`config.mk`:
```
export PLATFORM = sky130hd
export DESIGN_NAME = obstacle_scroller_flat
export DESIGN_NICKNAME = d
export VERILOG_FILES = /design/src/rtl/obstacle_scroller_pkg.sv /design/src/rtl/obstacle_scroller_if.sv /design/src/rtl/obstacle_lfsr.sv /design/src/rtl/obstacle_scroller.sv /design/src/flat_wrapper.sv
export SDC_FILE = /design/constraint.sdc
export NUM_CORES = 1
export LEC_CHECK = 0
export ABC_CLOCK_PERIOD_IN_PS = 3890
export CORE_ASPECT_RATIO = 0.5
export CORE_MARGIN = 1
export CORE_UTILIZATION = 43
export DETAILED_ROUTE_END_ITERATION = 6
export PLACE_DENSITY = 0.72
export REMOVE_ABC_BUFFERS = 1
export SYNTH_ARGS = -nofsm -noshare
export SYNTH_HDL_FRONTEND = slang
export SYNTH_SLANG_ARGS = --single-unit
```
`constraint.sdc`:
```
create_clock -name clk -period 3.89 [get_ports clk]
set_clock_uncertainty 0.2 [all_clocks]
set_input_delay 0.778 -clock clk [delete_from_list [all_inputs] [get_ports clk]]
set_output_delay 0.778 -clock clk [all_outputs]
set_load 0.1 [all_outputs]
```
`src/rtl/obstacle_scroller_pkg.sv`:
```
// Shared types and constants for the obstacle scroller block.
package obstacle_pkg;

  // Frame-update sequencer states
  typedef enum logic [2:0] {
    S_IDLE,
    S_ERASE,
    S_MOVE,
    S_DRAW,
    S_NEXT,
    S_SPAWN,
    S_SPDRAW,
    S_DONE
  } state_t;

  // Spawn-row LFSR: 10-bit Fibonacci, x^10 + x^7 + 1 (maximal length)
  localparam int LFSR_W     = 10;
  localparam int LFSR_TAP_A = 9;
  localparam int LFSR_TAP_B = 6;

  // Draw command fields are sized for the widest supported configuration;
  // the top narrows them to its own X_W/Y_W/id width on the way out.
  localparam int CMD_X_W  = 16;
  localparam int CMD_Y_W  = 16;
  localparam int CMD_ID_W = 3;

  typedef struct packed {
    logic [CMD_X_W-1:0]  x;
    logic [CMD_Y_W-1:0]  y;
    logic                erase;
    logic [CMD_ID_W-1:0] id;
  } draw_cmd_t;

  // Fold a raw random value into [0, y_max): one subtraction, and anything
  // still out of range collapses to row 0.
  function automatic int unsigned fold_y(input int unsigned r,
                                         input int unsigned y_max);
    if (r < y_max)
      return r;
    if (r - y_max < y_max)
      return r - y_max;
    return 0;
  endfunction

endpackage

```
`src/rtl/obstacle_scroller_if.sv`:
```
// Draw-command port between the scroller and the single-sprite drawer.
interface obstacle_scroller_if #(
  parameter int X_W  = 8,
  parameter int Y_W  = 7,
  parameter int ID_W = 2
);
  logic            draw_req;
  logic            draw_ack;
  logic [X_W-1:0]  draw_x;
  logic [Y_W-1:0]  draw_y;
  logic            draw_erase;
  logic [ID_W-1:0] draw_id;

  // Scroller side issues commands
  modport master (
    output draw_req, draw_x, draw_y, draw_erase, draw_id,
    input  draw_ack
  );

  // Drawer side accepts them
  modport slave (
    input  draw_req, draw_x, draw_y, draw_erase, draw_id,
    output draw_ack
  );
endinterface

```
`src/rtl/obstacle_lfsr.sv`:
```
// Free-running 10-bit Fibonacci LFSR supplying spawn rows.
module obstacle_lfsr
  import obstacle_pkg::*;
#(
  parameter logic [LFSR_W-1:0] SEED  = 10'h094,
  parameter int                OUT_W = 7
) (
  input  logic             clk,
  input  logic             reset,
  output logic [OUT_W-1:0] rnd
);

  logic [LFSR_W-1:0] q;

  // Shift every clock; a nonzero seed keeps it off the all-zero lockup state
  always_ff @(posedge clk or posedge reset) begin
    if (reset)
      q <= SEED;
    else
      q <= {q[LFSR_W-2:0], q[LFSR_TAP_A] ^ q[LFSR_TAP_B]};
  end

  assign rnd = q[OUT_W-1:0];

endmodule

```
`src/rtl/obstacle_scroller.sv`:
```
// Multi-object right-to-left scroller: per frame tick, erase/move/redraw
// every active slot, then spawn a new object when the spawn gap expires.
module obstacle_scroller
  import obstacle_pkg::*;
#(
  parameter int                N_OBJ     = 4,
  parameter int                X_W       = 8,
  parameter int                Y_W       = 7,
  parameter int                X_START   = 160,
  parameter int                Y_MAX     = 100,
  parameter int                STEP      = 1,
  parameter int                TICK_DIV  = 833333,
  parameter int                SPAWN_GAP = 40,
  parameter logic [LFSR_W-1:0] LFSR_SEED = 10'h094
) (
  input  logic                 clk,
  input  logic                 reset,
  input  logic                 enable,
  obstacle_scroller_if.master  draw,
  output logic [N_OBJ-1:0]     active,
  output logic                 frame_done,
  output logic                 overrun
);

  localparam int ID_W  = (N_OBJ > 1) ? $clog2(N_OBJ) : 1;
  localparam int DIV_W = $clog2(TICK_DIV);
  localparam int GAP_W = (SPAWN_GAP > 1) ? $clog2(SPAWN_GAP) : 1;

  state_t state, state_nxt;

  logic [DIV_W-1:0] div_cnt;
  logic             tick;
  logic             pending;
  logic             pend_clr;

  logic [N_OBJ-1:0][X_W-1:0] x_q;
  logic [N_OBJ-1:0][Y_W-1:0] y_q;
  logic [ID_W-1:0]           idx;
  logic [GAP_W-1:0]          spawn_cnt;

  logic [Y_W-1:0]  rnd;
  logic [Y_W-1:0]  sp_y;
  logic            free_any;
  logic [ID_W-1:0] free_idx;
  logic            last_slot;

  // FSM strobes into the slot datapath
  logic idx_clr, idx_inc, mv_step, mv_exit, sp_take, sp_dec, req;

  draw_cmd_t cmd;

  obstacle_lfsr #(
    .SEED  (LFSR_SEED),
    .OUT_W (Y_W)
  ) u_lfsr (
    .clk   (clk),
    .reset (reset),
    .rnd   (rnd)
  );

  assign sp_y = Y_W'(fold_y(32'(rnd), Y_MAX));

  // Frame tick divider: counts only while enabled, tick on the wrap cycle
  assign tick = enable && (div_cnt == DIV_W'(TICK_DIV - 1));

  always_ff @(posedge clk or posedge reset) begin
    if (reset)
      div_cnt <= '0;
    else if (enable)
      div_cnt <= tick ? '0 : div_cnt + 1'b1;
  end

  // One-deep tick queue; a tick landing on an unconsumed one is dropped
  assign pend_clr = (state == S_IDLE) && pending;

  always_ff @(posedge clk or posedge reset) begin
    if (reset) begin
      pending <= 1'b0;
      overrun <= 1'b0;
    end else begin
      pending <= (pending && !pend_clr) || tick;
      if (tick && pending && !pend_clr)
        overrun <= 1'b1;
    end
  end

  // Lowest-numbered free slot for the next spawn
  always_comb begin
    free_any = 1'b0;
    free_idx = '0;
    for (int k = N_OBJ - 1; k >= 0; k--) begin
      if (!active[k]) begin
        free_any = 1'b1;
        free_idx = ID_W'(k);
      end
    end
  end

  assign last_slot = (idx == ID_W'(N_OBJ - 1));

  // State register
  always_ff @(posedge clk or posedge reset) begin
    if (reset)
      state <= S_IDLE;
    else
      state <= state_nxt;
  end

  // Next state and datapath strobes; requests advance only on req & ack
  always_comb begin
    state_nxt = state;
    idx_clr   = 1'b0;
    idx_inc   = 1'b0;
    mv_step   = 1'b0;
    mv_exit   = 1'b0;
    sp_take   = 1'b0;
    sp_dec    = 1'b0;
    req       = 1'b0;
    case (state)
      S_IDLE: begin
        if (pending) begin
          idx_clr   = 1'b1;
          state_nxt = S_ERASE;
        end
      end
      S_ERASE: begin
        if (!active[idx]) begin
          state_nxt = S_NEXT;
        end else begin
          req = 1'b1;
          if (draw.draw_ack)
            state_nxt = S_MOVE;
        end
      end
      S_MOVE: begin
        // Objects that cannot take a full step leave without a redraw
        if (x_q[idx] < X_W'(STEP)) begin
          mv_exit   = 1'b1;
          state_nxt = S_NEXT;
        end else begin
          mv_step   = 1'b1;
          state_nxt = S_DRAW;
        end
      end
      S_DRAW: begin
        req = 1'b1;
        if (draw.draw_ack)
          state_nxt = S_NEXT;
      end
      S_NEXT: begin
        if (last_slot) begin
          state_nxt = S_SPAWN;
        end else begin
          idx_inc   = 1'b1;
          state_nxt = S_ERASE;
        end
      end
      S_SPAWN: begin
        // An expired counter with no free slot stays at zero and retries
        if (spawn_cnt != '0) begin
          sp_dec    = 1'b1;
          state_nxt = S_DONE;
        end else if (free_any) begin
          sp_take   = 1'b1;
          state_nxt = S_SPDRAW;
        end else begin
          state_nxt = S_DONE;
        end
      end
      S_SPDRAW: begin
        req = 1'b1;
        if (draw.draw_ack)
          state_nxt = S_DONE;
      end
      S_DONE:  state_nxt = S_IDLE;
      default: state_nxt = S_IDLE;
    endcase
  end

  // Slot table, slot pointer and spawn gap counter
  always_ff @(posedge clk or posedge reset) begin
    if (reset) begin
      idx       <= '0;
      x_q       <= '0;
      y_q       <= '0;
      active    <= '0;
      spawn_cnt <= '0;
    end else begin
      if (idx_clr)
        idx <= '0;
      else if (idx_inc)
        idx <= idx + 1'b1;
      else if (sp_take)
        idx <= free_idx;

      if (mv_step)
        x_q[idx] <= x_q[idx] - X_W'(STEP);
      if (mv_exit)
        active[idx] <= 1'b0;

      if (sp_take) begin
        x_q[free_idx]    <= X_W'(X_START);
        y_q[free_idx]    <= sp_y;
        active[free_idx] <= 1'b1;
        spawn_cnt        <= GAP_W'(SPAWN_GAP - 1);
      end else if (sp_dec) begin
        spawn_cnt <= spawn_cnt - 1'b1;
      end
    end
  end

  // Command fields follow the current slot; they only change between
  // requests, so they hold steady for as long as the drawer stalls.
  always_comb begin
    cmd       = '0;
    cmd.x     = CMD_X_W'(x_q[idx]);
    cmd.y     = CMD_Y_W'(y_q[idx]);
    cmd.erase = (state == S_ERASE);
    cmd.id    = CMD_ID_W'(idx);
  end

  assign draw.draw_req   = req;
  assign draw.draw_x     = X_W'(cmd.x);
  assign draw.draw_y     = Y_W'(cmd.y);
  assign draw.draw_erase = cmd.erase;
  assign draw.draw_id    = ID_W'(cmd.id);

  assign frame_done = (state == S_DONE);

endmodule
```
`src/flat_wrapper.sv`:
```
// flat-port wrapper written by rule: the top's interface ports become plain ports
module obstacle_scroller_flat import obstacle_pkg::*;
#(
  parameter int                N_OBJ     = 4,
  parameter int                X_W       = 8,
  parameter int                Y_W       = 7,
  parameter int                X_START   = 160,
  parameter int                Y_MAX     = 100,
  parameter int                STEP      = 1,
  parameter int                TICK_DIV  = 833333,
  parameter int                SPAWN_GAP = 40,
  parameter logic [LFSR_W-1:0] LFSR_SEED = 10'h094
)
  (clk, reset, enable, active, frame_done, overrun, draw_draw_req, draw_draw_x, draw_draw_y, draw_draw_erase, draw_draw_id, draw_draw_ack);
  obstacle_scroller_if #(.X_W(X_W), .Y_W(Y_W)) draw_i ();
  input  logic clk;
  input  logic reset;
  input  logic enable;
  output logic [N_OBJ-1:0] active;
  output logic frame_done;
  output logic overrun;
  output wire logic [$bits(draw_i.draw_req)-1:0] draw_draw_req;
  output wire logic [$bits(draw_i.draw_x)-1:0] draw_draw_x;
  output wire logic [$bits(draw_i.draw_y)-1:0] draw_draw_y;
  output wire logic [$bits(draw_i.draw_erase)-1:0] draw_draw_erase;
  output wire logic [$bits(draw_i.draw_id)-1:0] draw_draw_id;
  input wire logic [$bits(draw_i.draw_ack)-1:0] draw_draw_ack;
  assign draw_draw_req = draw_i.draw_req;
  assign draw_draw_x = draw_i.draw_x;
  assign draw_draw_y = draw_i.draw_y;
  assign draw_draw_erase = draw_i.draw_erase;
  assign draw_draw_id = draw_i.draw_id;
  assign draw_i.draw_ack = draw_draw_ack;
  obstacle_scroller #(.N_OBJ(N_OBJ), .X_W(X_W), .Y_W(Y_W), .X_START(X_START), .Y_MAX(Y_MAX), .STEP(STEP), .TICK_DIV(TICK_DIV), .SPAWN_GAP(SPAWN_GAP), .LFSR_SEED(LFSR_SEED)) u_core (.clk(clk), .reset(reset), .enable(enable), .draw(draw_i), .active(active), .frame_done(frame_done), .overrun(overrun));
endmodule
```
==> flow_summary.toml <==
[cts]
cts.path.max_buffers = 2
cts-resized-gates = 0
cts_max_level = 3
path_clk_slew_ns = 0.07
cts_tree = "built"
cts_buffers = 9
clkSinkCount = 107
ctsRootBufferMaster = "clkbuf_16"
clk_latency_ns = 0.35
ctsHoldBuffers = 0
post-cts-setup-buffers = 0

[synth]
synthesis.instances = 506
synth-async-reset-ratio = 1.00
ys.flop_type = "dfrtp_1"
yosysSeqAreaShare = 0.504
yosysWarnings = 0
netlist-cell-type-count = 56
synth-edff-count = 0
synth_area_sq_um = 5320
ys_seq_elements = 107
synth.avg_cell_area_sq_um = 10.5

[global_routing]
antenna_found_initial = 0
track_usage = 0.195
grt_pass1_wl_mm = 19.7
grt_max_degree = 74
grt_pass1_vias = 3869
grt.overflow.total = 0

[route]
drt_iter0_markers = 368
num_vias = 3946
vias_per_cell = 5.65
postRouteAntennaNets = 0
wire_per_inst_microns = 16.5
drc = 0
wirelength_mm = 11.5
firstDrtPassIters = 4

[critical_path]
ff2ff_path_depth = 8
arrival_ns = 3.44
path_class = "register to register"
cp_max_fo = 26
setup.worst_path.start = "u_core.draw.draw_id[0]"
end_kind = "register"
cp.required_ns = 3.89
r2r_start = "u_core.draw.draw_id[0]"
rrSetupSlack_ns = 0.45
r2r-end = "u_core.x_q[25]"
critPathCapture = "u_core.x_q[25]"
startpoint_type = "register"

[floorplan]
placementRows = 28
start_util = 0.445
die_h_microns = 80.6
pin_count = 29
dieArea_sq_um = 12800
coreArea_sq_um = 11900
die_w_microns = 159

[cells_and_area]
final_area_sq_um = 6020
antennaDiodeCount = 0
areaGrowthSynthToFinish_pct = 13.3
layout_commonest_cell = "dfrtp_1"
drive_gt1_frac = 0.157
final_cell_mix = "dfrtp_1, nand2_1, a21oi_1"
fin_nets = 543

[power_and_ir_drop]
pwr-share-seq = 0.338
p_sw_frac = 0.473
internal_power_mw = 2.54
pwr-share-clk = 0.182
ir_drop_mv = 0.780
power_frac_comb = 0.480
p_sw_mw = 2.27
power_density_nw_per_um2 = 799
p_leak_nw = 2.60

[sta]
slew_viol_final = 0
max_slew_margin = 0.352
setup_viol = 0
tns_ns = 0
final.min_clock_period_ns = 3.44
hold_viol = 0
fin_crit_sh = 0.884
rsz0062_at_grt = "no"
tightest_slew_ns = 0.969
clock.fmax_ghz = 0.291
fin_hold_ws_ns = 0.162

[place]
portBuffers = 28
dp_hpwl_mm = 7.86
dpl_cell_area_sq_um = 5740
gp_congestion = 0.887

[status]
status = "completed"

[run]
maxCapViolations = 0

[hold_path]
hold_path.class = "register to register"
-- flip-flops by register name, summed over array words and instances, names as in the netlist --
name                 flops
u_core.overrun           1
u_core.spawn_cnt         6
u_core.pending           1
u_core.y_q              28
u_core.u_lfsr.q         10
u_core.div_cnt          20
u_core.active            4
u_core.state             3
u_core.x_q              32
u_core.draw.draw_id      2
-- cell families (layout without fill, tap and decap cells) --
family | after synthesis | count (layout) | share of synthesized area
compound gates | 118 | 118 | 0.135
flops | 107 | 107 | 0.504
buf+inv | 48 | 76 | 0.0398
simple gates | 166 | 166 | 0.160
mux | 30 | 30 | 0.0930
fa+ha+maj | 10 | 10 | 0.0235
xor+xnor | 27 | 27 | 0.0445
-- critical path, stage by stage (launching register included) --
cell	delay, ns
dfrtp_1	0.71
mux4_2	0.63
inv_1	0.08
ha_1	0.22
nand4_1	0.20
a211o_1	0.69
buf_4	0.31
a21oi_1	0.17
a211oi_1	0.08
-- power by group through the flow --
stage | Clock [mW] | Sequential [mW] | Combinational (mW)
6_report | 0.877 | 1.62 | 2.31
5_1_grt | 0.939 | 1.66 | 2.46
4_1_cts | 0.896 | 1.62 | 2.31
3_5_place_dp | 0 | 1.63 | 2.30
3_3_place_gp | 0 | 1.63 | 2.28
2_1_floorplan | 0 | 1.73 | 1.65
-- metal layers --
layer,GRT usage,wire (microns),share of wire
met4,0.0567,126,0.011
met2,0.312,5340,0.46
met1,0.270,5560,0.48
met3,0.0387,478,0.042
met5,0,0,0
-- worst min-delay path by stage --
stage,slack (ns),endpoint,depth (start not counted),start
after floorplan,0.13,u_core.u_lfsr.q[9],0,u_core.u_lfsr.q[8]
after global placement,0.13,u_core.u_lfsr.q[9],0,u_core.u_lfsr.q[8]
after detailed placement,0.14,u_core.u_lfsr.q[9],0,u_core.u_lfsr.q[8]
after CTS,0.16,u_core.u_lfsr.q[9],0,u_core.u_lfsr.q[8]
after global routing,0.19,u_core.u_lfsr.q[9],0,u_core.u_lfsr.q[8]
final,0.16,u_core.u_lfsr.q[9],0,u_core.u_lfsr.q[8]
-- synthesized netlist by cell type (all sizes together), types with 2 or more instances --
master / n / area (sq um)
nor3: 24 / 130
xnor2: 13 / 114
o21ai: 36 / 180
nand2: 47 / 176
mux4: 15 / 338
mux2: 5 / 56.3
ha: 10 / 125
or4: 2 / 18.8
a21o: 6 / 45.0
a221oi: 2 / 17.5
xor2: 14 / 123
or3: 7 / 48.8
dfrtp: 104 / 2600
and4: 2 / 17.5
nand3b: 3 / 22.5
nand2b: 3 / 18.8
and2: 4 / 25.0
and3: 6 / 37.5
buf: 14 / 83.8
nand3: 7 / 35.0
o211ai: 2 / 15.0
nand4: 15 / 93.8
mux2i: 10 / 100
dfstp: 3 / 78.8
a21oi: 39 / 195
nor4: 6 / 43.8
nor2: 34 / 135
a211oi: 23 / 185
inv: 22 / 82.6
clkbuf: 12 / 45.0
-- through the flow --
step / power (mW) / cells / utilization / worst slack, ns
3_5_place_dp: 3.93 / 683 / 0.480 / 0.524
4_1_cts: 4.82 / 699 / 0.504 / 0.488
6_report: 4.81 / 699 / 0.504 / 0.452
3_3_place_gp: 3.91 / 683 / 0.480 / 0.618
2_1_floorplan: 3.38 / 480 / - / -0.587
5_1_grt: 5.06 / 699 / 0.504 / 0.310
-- area by class of cell --
cell class / count / area, sq um
multi-input combinational: 351 / 2430
sequential: 107 / 2680
fill: 1069 / 5920
inverter: 22 / 85.1
tap: 165 / 206
clock buffer: 10 / 239
timing repair buffer: 38 / 330
clock inverter: 6 / 47.5
(Power assumes the default switching activity.)
